### src/rtl/coprocessor_debug_host.sv
// coprocessor_debug_host: host-side initiator for the core's coprocessor debug port.
// Turns host commands (valid/ready) into cycle-exact coprocessorIO* sequences
// and returns read data / status on a valid/ready response channel.
//
// Ports:
//   clk, reset                     clock, synchronous active-high reset
//   cmd_valid/cmd_ready            command handshake
//   cmd_op/cmd_addr/cmd_data       0 HALT 1 RESUME 2 MEM_WR 3 MEM_RD
//                                  4 REG_WR 5 REG_RD 6 SET_BKPT 7 CLR_BKPT
//   rsp_valid/rsp_ready            response handshake
//   rsp_data/rsp_err               read data (0 for non-reads), reject flag
//   coprocessorIOAddr/Control      to core; Control = {bkpt armed, reg wr,
//   coprocessorIODataOut           dmem rd, dmem wr, halt}
//   coprocessorIODataIn            from core
//   coprocessorIODebugFlags        [0] cycle-breakpoint hit, [1] ebreak seen
//   halted, bkpt_hit               halt mirror, registered breakpoint hit
//
// Optional feature macro: COP_AUTOHALT_EN (halt automatically on ebreak).

module coprocessor_debug_host #(
    parameter int N      = 64,
    parameter int RD_LAT = 1
) (
    input  logic         clk,
    input  logic         reset,
    input  logic         cmd_valid,
    output logic         cmd_ready,
    input  logic [2:0]   cmd_op,
    input  logic [14:0]  cmd_addr,
    input  logic [N-1:0] cmd_data,
    output logic         rsp_valid,
    input  logic         rsp_ready,
    output logic [N-1:0] rsp_data,
    output logic         rsp_err,
    output logic [14:0]  coprocessorIOAddr,
    output logic [4:0]   coprocessorIOControl,
    output logic [N-1:0] coprocessorIODataOut,
    input  logic [N-1:0] coprocessorIODataIn,
    input  logic [1:0]   coprocessorIODebugFlags,
    output logic         halted,
    output logic         bkpt_hit
);

    localparam logic [2:0] OP_HALT   = 3'd0;
    localparam logic [2:0] OP_RESUME = 3'd1;
    localparam logic [2:0] OP_MEM_WR = 3'd2;
    localparam logic [2:0] OP_MEM_RD = 3'd3;
    localparam logic [2:0] OP_REG_WR = 3'd4;
    localparam logic [2:0] OP_REG_RD = 3'd5;
    localparam logic [2:0] OP_SET_BK = 3'd6;
    localparam logic [2:0] OP_CLR_BK = 3'd7;

    localparam logic [1:0] S_IDLE  = 2'd0;
    localparam logic [1:0] S_ISSUE = 2'd1;
    localparam logic [1:0] S_WAIT  = 2'd2;
    localparam logic [1:0] S_RESP  = 2'd3;

    logic [1:0]   state;
    logic [2:0]   op_q;
    logic [14:0]  addr_q;
    logic [N-1:0] data_q;
    logic         halt_q;
    logic         bkpt_q;
    logic         intl_q;
    logic [1:0]   cnt;

    logic         is_acc;
    logic         acc_ok;
    logic         is_rd;
    logic         auto_go;
    logic         ctrl_mw;
    logic         ctrl_mr;
    logic         ctrl_rw;

    // dmem/register accesses are only legal while the core is halted
    assign is_acc = (op_q == OP_MEM_WR) || (op_q == OP_MEM_RD) ||
                    (op_q == OP_REG_WR) || (op_q == OP_REG_RD);
    assign acc_ok = is_acc && halt_q;
    assign is_rd  = acc_ok && ((op_q == OP_MEM_RD) || (op_q == OP_REG_RD));

`ifdef COP_AUTOHALT_EN
    logic flag1_q;
    logic pend_q;
    logic ebrk_rise;

    assign ebrk_rise = coprocessorIODebugFlags[1] && !flag1_q;
    // an ebreak seen mid-command is remembered and serviced on return to IDLE
    assign auto_go   = (state == S_IDLE) && (pend_q || ebrk_rise);

    always_ff @(posedge clk) begin
        if (reset) begin
            flag1_q <= 1'b0;
            pend_q  <= 1'b0;
        end else begin
            flag1_q <= coprocessorIODebugFlags[1];
            if (auto_go)
                pend_q <= 1'b0;
            else if (ebrk_rise)
                pend_q <= 1'b1;
        end
    end
`else
    logic unused_ebrk;
    assign unused_ebrk = coprocessorIODebugFlags[1];
    assign auto_go     = 1'b0;
`endif

    assign cmd_ready = (state == S_IDLE) && !reset && !auto_go;
    assign rsp_valid = (state == S_RESP);
    assign halted    = halt_q;

    always_comb begin
        ctrl_mw              = 1'b0;
        ctrl_mr              = 1'b0;
        ctrl_rw              = 1'b0;
        coprocessorIOAddr    = '0;
        coprocessorIODataOut = '0;
        if (state == S_ISSUE) begin
            ctrl_mw = acc_ok && (op_q == OP_MEM_WR);
            ctrl_rw = (acc_ok && (op_q == OP_REG_WR)) || (op_q == OP_SET_BK);
            if (ctrl_mw || ctrl_rw)
                coprocessorIODataOut = data_q;
        end
        if ((state == S_ISSUE) || (state == S_WAIT)) begin
            ctrl_mr = acc_ok && (op_q == OP_MEM_RD);
            if (acc_ok || (op_q == OP_SET_BK))
                coprocessorIOAddr = addr_q;
        end
    end

    assign coprocessorIOControl = {bkpt_q, ctrl_rw, ctrl_mr, ctrl_mw, halt_q};

    always_ff @(posedge clk) begin
        if (reset) begin
            state    <= S_IDLE;
            op_q     <= OP_HALT;
            addr_q   <= '0;
            data_q   <= '0;
            halt_q   <= 1'b0;
            bkpt_q   <= 1'b0;
            intl_q   <= 1'b0;
            cnt      <= '0;
            rsp_data <= '0;
            rsp_err  <= 1'b0;
            bkpt_hit <= 1'b0;
        end else begin
            bkpt_hit <= coprocessorIODebugFlags[0];
            case (state)
                S_IDLE: begin
                    if (auto_go) begin
                        // internal REG_WR that clears the core's ebreak flag
                        halt_q <= 1'b1;
                        op_q   <= OP_REG_WR;
                        addr_q <= 15'h1001;
                        data_q <= '0;
                        intl_q <= 1'b1;
                        state  <= S_ISSUE;
                    end else if (cmd_valid && cmd_ready) begin
                        op_q   <= cmd_op;
                        addr_q <= (cmd_op == OP_SET_BK) ? 15'h1000 : cmd_addr;
                        data_q <= cmd_data;
                        intl_q <= 1'b0;
                        state  <= S_ISSUE;
                        // halt/bkpt bits become visible in the ISSUE cycle
                        if (cmd_op == OP_HALT)   halt_q <= 1'b1;
                        if (cmd_op == OP_RESUME) halt_q <= 1'b0;
                        if (cmd_op == OP_SET_BK) bkpt_q <= 1'b1;
                        if (cmd_op == OP_CLR_BK) bkpt_q <= 1'b0;
                    end
                end
                S_ISSUE: begin
                    rsp_data <= '0;
                    rsp_err  <= is_acc && !halt_q;
                    intl_q   <= 1'b0;
                    if (intl_q) begin
                        state <= S_IDLE;
                    end else if (is_rd) begin
                        if (RD_LAT == 0) begin
                            rsp_data <= coprocessorIODataIn;
                            state    <= S_RESP;
                        end else begin
                            cnt   <= 2'd1;
                            state <= S_WAIT;
                        end
                    end else begin
                        state <= S_RESP;
                    end
                end
                S_WAIT: begin
                    if (cnt == 2'(RD_LAT)) begin
                        rsp_data <= coprocessorIODataIn;
                        state    <= S_RESP;
                    end else begin
                        cnt <= cnt + 2'd1;
                    end
                end
                S_RESP: begin
                    if (rsp_ready)
                        state <= S_IDLE;
                end
                default: state <= S_IDLE;
            endcase
        end
    end

endmodule

### config.mk
export PLATFORM = sky130hd
export DESIGN_NAME = coprocessor_debug_host
export DESIGN_NICKNAME = d
export VERILOG_FILES = /design/src/rtl/coprocessor_debug_host.sv
export SDC_FILE = /design/constraint.sdc
export NUM_CORES = 1
export LEC_CHECK = 0
export ABC_CLOCK_PERIOD_IN_PS = 1740
export BUFFER_PORTS_ARGS = -buffer_cell sky130_fd_sc_hd__buf_2
export CAP_MARGIN = 20
export CORE_AREA = 2 2 128 130
export DETAILED_ROUTE_END_ITERATION = 6
export DIE_AREA = 0 0 130 132
export PLACE_DENSITY = 0.8
export SYNTH_ARGS = -nofsm -noshare
export SYNTH_HDL_FRONTEND = slang
export SYNTH_SLANG_ARGS = --single-unit
### constraint.sdc
create_clock -name clk -period 1.74 [get_ports clk]
set_clock_uncertainty 0.1 [all_clocks]
set_input_delay 0.348 -clock clk [delete_from_list [all_inputs] [get_ports clk]]
set_output_delay 0.348 -clock clk [all_outputs]
set_load 0.02 [all_outputs]
* Yosys cells after proc, flatten, opt, wreduce, memory -nomap -nowiden
Index checks and enable logic that the tools add are counted.
Storage, ports and cells: input bits 152, logic and storage cells 87, bits in registers 155
Operators by class: reductions and logical operators 31, equal/unequal tests 18, $add $sub $neg 1, multiplexer cells 26
Operators by type and width (number):
- 64-bit two-way mux | 3
- 64-bit case mux with 2 select lines | 1
- 15-bit two-way mux | 3
- 3-bit == test, second input constant | 5
- 2-bit two-way mux | 7
- 1-bit two-way mux | 9
- 3-bit AND reduction | 3
- 1-bit logical AND | 8
- 1-bit logical OR | 8
- 2-bit case mux with 4 select lines | 1
- 2-bit nonzero test | 4
- 3-bit by 2-bit == test with 1-bit output, second input constant | 2
- 2-bit by 1-bit inequality test with 1-bit output, second input constant | 3
- 2-bit inequality test, second input constant | 3
- 2-bit AND reduction | 3
- 2-bit by 1-bit == test with 1-bit output, second input constant | 2
- 2-bit == test, second input constant | 2
- 2-bit case mux with 2 select lines | 1
- 4-bit AND reduction | 1
- 3-bit by 1-bit == test with 1-bit output, second input constant | 1
- 3-bit zero test | 1
- 2-bit by 1-bit adder with 2-bit output, second input constant | 1
- 1-bit zero test | 2
- 2-bit zero test | 1
- 1-bit case mux with 2 select lines | 1

* Logic depth before layout (Yosys ltp)
word-level depth 10, depth in mapped cells 8

* Worst setup path after synthesis
No wires, ideal clock.
path kind reg-to-output, start register state[0], end output coprocessorIOAddr[10], arrival time 1.454 ns, required time 1.292 ns, cell stages (with the launch flop) 6, slack -0.162 ns, path buffers 1, cells stage by stage dfxtp_1 -> inv_1 -> ha_1 -> a21boi_2 -> buf_2 -> and2_1
Between the ends: longest elaborated chain between the ends 3, elaborated cells on any way between the ends 4, classes of those cells eq/ne (2); mux (1); reduce/logical (1)
RTL lines:
- start, declared | RTL line 58 | logic [1:0] state;
- start signal, assigned | RTL line 135 | state <= S_IDLE;
- start signal, assigned | RTL line 157 | state <= S_ISSUE;
- start signal, assigned | RTL line 163 | state <= S_ISSUE;
- 2-bit by 1-bit == test with 1-bit output or 2-bit == test (tied branches) | RTL line 124 | if ((state == S_ISSUE) || (state == S_WAIT)) begin
- 1-bit logical OR * | RTL line 124
- 15-bit two-way mux * | RTL line 124
- end, declared | RTL line 35 | output logic [14:0] coprocessorIOAddr,
Every way passes the cells marked *; elsewhere a longest branch is shown, timed or not.

* Worst setup path after layout
start register state[0], end output coprocessorIOAddr[11]
Same word-level chain as after synthesis.

==> out/summary.json <==
{
  "min_period_ps": 2240,
  "rsz0062_at_grt": "true",
  "wire_length_of_the_first_global_routing_pass_um": 29600,
  "reg2regPathDepth": 8,
  "cts_tree": "done",
  "synth_simple_gate_area_share_pct": 31.2,
  "synthXorXnorAreaFrac_pct": 0.141,
  "floorplan.initialDensity_pct": 39.4,
  "mapped_cell_area_sq_um": 6190,
  "num_vias": 6238,
  "finalSetupViolations": 83,
  "worstReg2RegEnd": "data_q[42]",
  "hold_viol": 0,
  "grt_start_max_net_pins": 75,
  "capturing_element_of_the_worst_setup_path": "coprocessorIOAddr[11]",
  "outcome": "finished, violations left",
  "static-leakage-power_nw": 4.69,
  "critPathBufInv": 3,
  "synth.largest_area_cell": "dfxtp_1",
  "path_class": "reg2out",
  "slew_headroom_pct": 59.6,
  "ys_types": 37,
  "fmax_ghz": 0.446,
  "synthesis.instances": 700,
  "share_of_synthesized_cell_area_in_full_adder_half_adder_and_majority_cells_pct": 1.21,
  "hold_path_class": "in2reg",
  "die_h_um": 132,
  "first_global_vias": 6118,
  "synth_compound_gate_area_share_pct": 12.1,
  "detail_route.first_pass.iterations": 5,
  "globalplace.congestion": 0.832,
  "tritoncts.num_buffers": 17,
  "max_cap_check_violation_count": 0,
  "failed_checks": "setup timing",
  "antenna_found_initial": 1,
  "rows": 46,
  "vias_per_cell": 4.93,
  "crit_path_max_incr_delay_ps": 370,
  "io_pins": 305,
  "gr-total-overflow": 0,
  "final_nets": 1194,
  "count_of_input_and_output_buffers": 303,
  "cp_top_family": "flip-flops",
  "ctsHtreeMaxLevel": 4,
  "start_kind": "flop",
  "yosys.cell_count.top_type": "dfxtp_1",
  "wl_per_cell_um": 15.3,
  "drc_errors": 0,
  "timing.critical_path.depth": 6,
  "synth_top_family_by_area": "simple AND/OR/NAND/NOR gates",
  "detailedPlace.worstSlack_ps": -238,
  "synth_top_cells_by_count": "dfxtp_1 (154), nand2_1 (139), and2_1 (80)",
  "drt_iter0_drc": 281,
  "synth_top_flop_cell": "dfxtp_1",
  "fraction_of_final_layout_cells_sized_beyond_drive_strength_1_pct": 45.9,
  "finalMaxSlewViolations": 0,
  "clock_sink_count": 154,
  "crit-reg2reg-launch": "state[0]",
  "dpl-instance-area_sq_um": 8160,
  "synth-seq-cells": 154,
  "synthTopCellsByArea": "dfxtp_1 (50%), nand2_1 (8.4%), nand3b_1 (8.2%)",
  "power-per-cell-area_nw_per_um2": 1130,
  "fin_crit_sh_pct": 129,
  "finalWirelength_um": 19400,
  "clock_tree.root_cell": "clkbuf_16",
  "critical_path_peak_fanout": 14,
  "dpl.hpwl_um": 12100,
  "irDropWorstVdd_mv": 0.817,
  "die_width_um": 130,
  "crit_path_cell_trace": "inv_2 -> ha_1 -> a21boi_4 -> buf_12 -> and2_2 -> buf_4",
  "synth-edff-count": 0,
  "clock_latency_ps": 420,
  "asyncSetResetFlopFracSynth_pct": 0,
  "final.hold.worst_slack_ps": 15.4,
  "die-area_sq_um": 17200,
  "layout_area_overhead_pct": 55.6,
  "seq_area_frac_synth_pct": 49.8,
  "post-synth-top-area-fraction_pct": 49.8,
  "worst_path_max_delay_cell": "dfxtp_4",
  "final_cell_area_sq_um": 9630,
  "critical_path_required_ps": 1290,
  "track_usage_pct": 21.5,
  "synth.avg_cell_area_sq_um": 8.85,
  "detail-route-antenna-nets": 0,
  "timing.reg2reg.setup_slack_ps": 40,
  "max-clock-path-buffers": 2,
  "synth-warning-count": 0,
  "clk_pin_slew_ps": 60,
  "core_area_sq_um": 15700,
  "worst-slew-pin-transition_ps": 606,
  "cp-end-kind": "output port",
  "startpoint_of_the_most_critical_setup_path": "state[0]",
  "postLayoutSetupSlackWorst_ps": -501,
  "multiplexer_area_fraction_after_synthesis_pct": 0.485,
  "synth.net_count": 858,
  "worstPathArrival_ps": 1790
}
==> sequential cells by signal, indices dropped and copies added (netlist names) <==
register / flops
rsp_err: 1
bkpt_hit: 1
halted: 1
bkpt_q: 1
state: 2
addr_q: 15
rsp_data: 64
cnt: 2
op_q: 3
data_q: 64
==> worst min path at each step <==
stage / start / to / slack [ps] / cells after the start
final: cmd_data[8] / data_q[8] / 20 / 3
after global routing: cmd_data[58] / data_q[58] / 2 / 3
after CTS: cmd_data[15] / data_q[15] / 0.04 / 3
after detailed placement: data_q[41] / data_q[41] / 360 / 2
after global placement: data_q[42] / data_q[42] / 360 / 2
after floorplan: addr_q[0] / addr_q[0] / 340 / 1
==> report_power, final <==
| part | switching [W] | internal (W) |
|---|---|---|
| logic | 0.00160 | 0.00131 |
| clock network | 0.00162 | 0.00203 |
| registers | 0.000291 | 0.00404 |
==> per-layer routing <==
layer	global-route usage (%)	part of all wire, %	wire length, um
met1	25.0	40	7700
met2	36.4	50	9650
met3	6.70	7.6	1470
met4	9.02	2.8	533
met5	0	0	0
==> stage by stage <==
stage | std cells | total power, W | util (%) | TNS, ps
2_1_floorplan | 700 | 0.00591 | - | -6020
3_5_place_dp | 1196 | 0.00700 | 51.9 | -8740
4_1_cts | 1258 | 0.0109 | 60.1 | -39660
5_1_grt | 1266 | 0.0115 | 61.3 | -44540
6_report | 1266 | 0.0109 | 61.3 | -38260
3_3_place_gp | 1196 | 0.00695 | 51.9 | -5690
==> worst register-to-register path, delay by kind of cell, from the launching register on <==
family | cells | cell delay [ps]
buffers and inverters | 3 | 460
AND/OR/NAND/NOR | 4 | 440
adder cells (fa/ha/maj) | 1 | 270
flip-flops | 1 | 360
==> cell families after synthesis <==
kind of cell / count (synthesis)
and+or+nand+nor: 375
adders and majority gates: 6
DFF: 154
xor gates and xnor gates: 1
buffers and inverters: 65
AOI/OAI and AO/OA: 96
muxes: 3
==> placed cells by master, fill, tap and decap left out, types with 5 or more instances in the layout <==
cell           Yosys  routed
buf_2             20     233
dfxtp_1          154     149
nand2_1          139     139
and2_2             0      72
nor2_1            75      72
nand3b_1          68      68
a22oi_1           64      64
buf_6              2      53
buf_4              7      48
dlygate4sd3_1      0      28
clkbuf_16          0      19
a22o_1            14      14
buf_12             0      10
and2_4             0       8
inv_6              0       6
inv_1              7       5
==> cell type report <==
type                    instances  area (sq um)
diodes                          1          2.50
clock inverters                15           154
repair buffers                375          2670
multi-input cells             481          3000
well taps                     216           270
flip-flops and latches        154          3090
fillers                      1273          6080
clock buffers                  17           425
inverters                       7          26.3
==> timing repair <==
| item | in CTS | in global routing |
|---|---|---|
| pin swaps | 3 | 7 |
| cloned | 1 | 2 |
| endpoints found under the hold margin | 25 | 3 |
| hold buffers | 25 | 3 |
| setup buffers | 4 | 3 |
| gates resized for setup | 121 | 34 |
| endpoints found under the setup margin | 127 | 157 |
No activity file was read; power rests on OpenSTA's default activity.
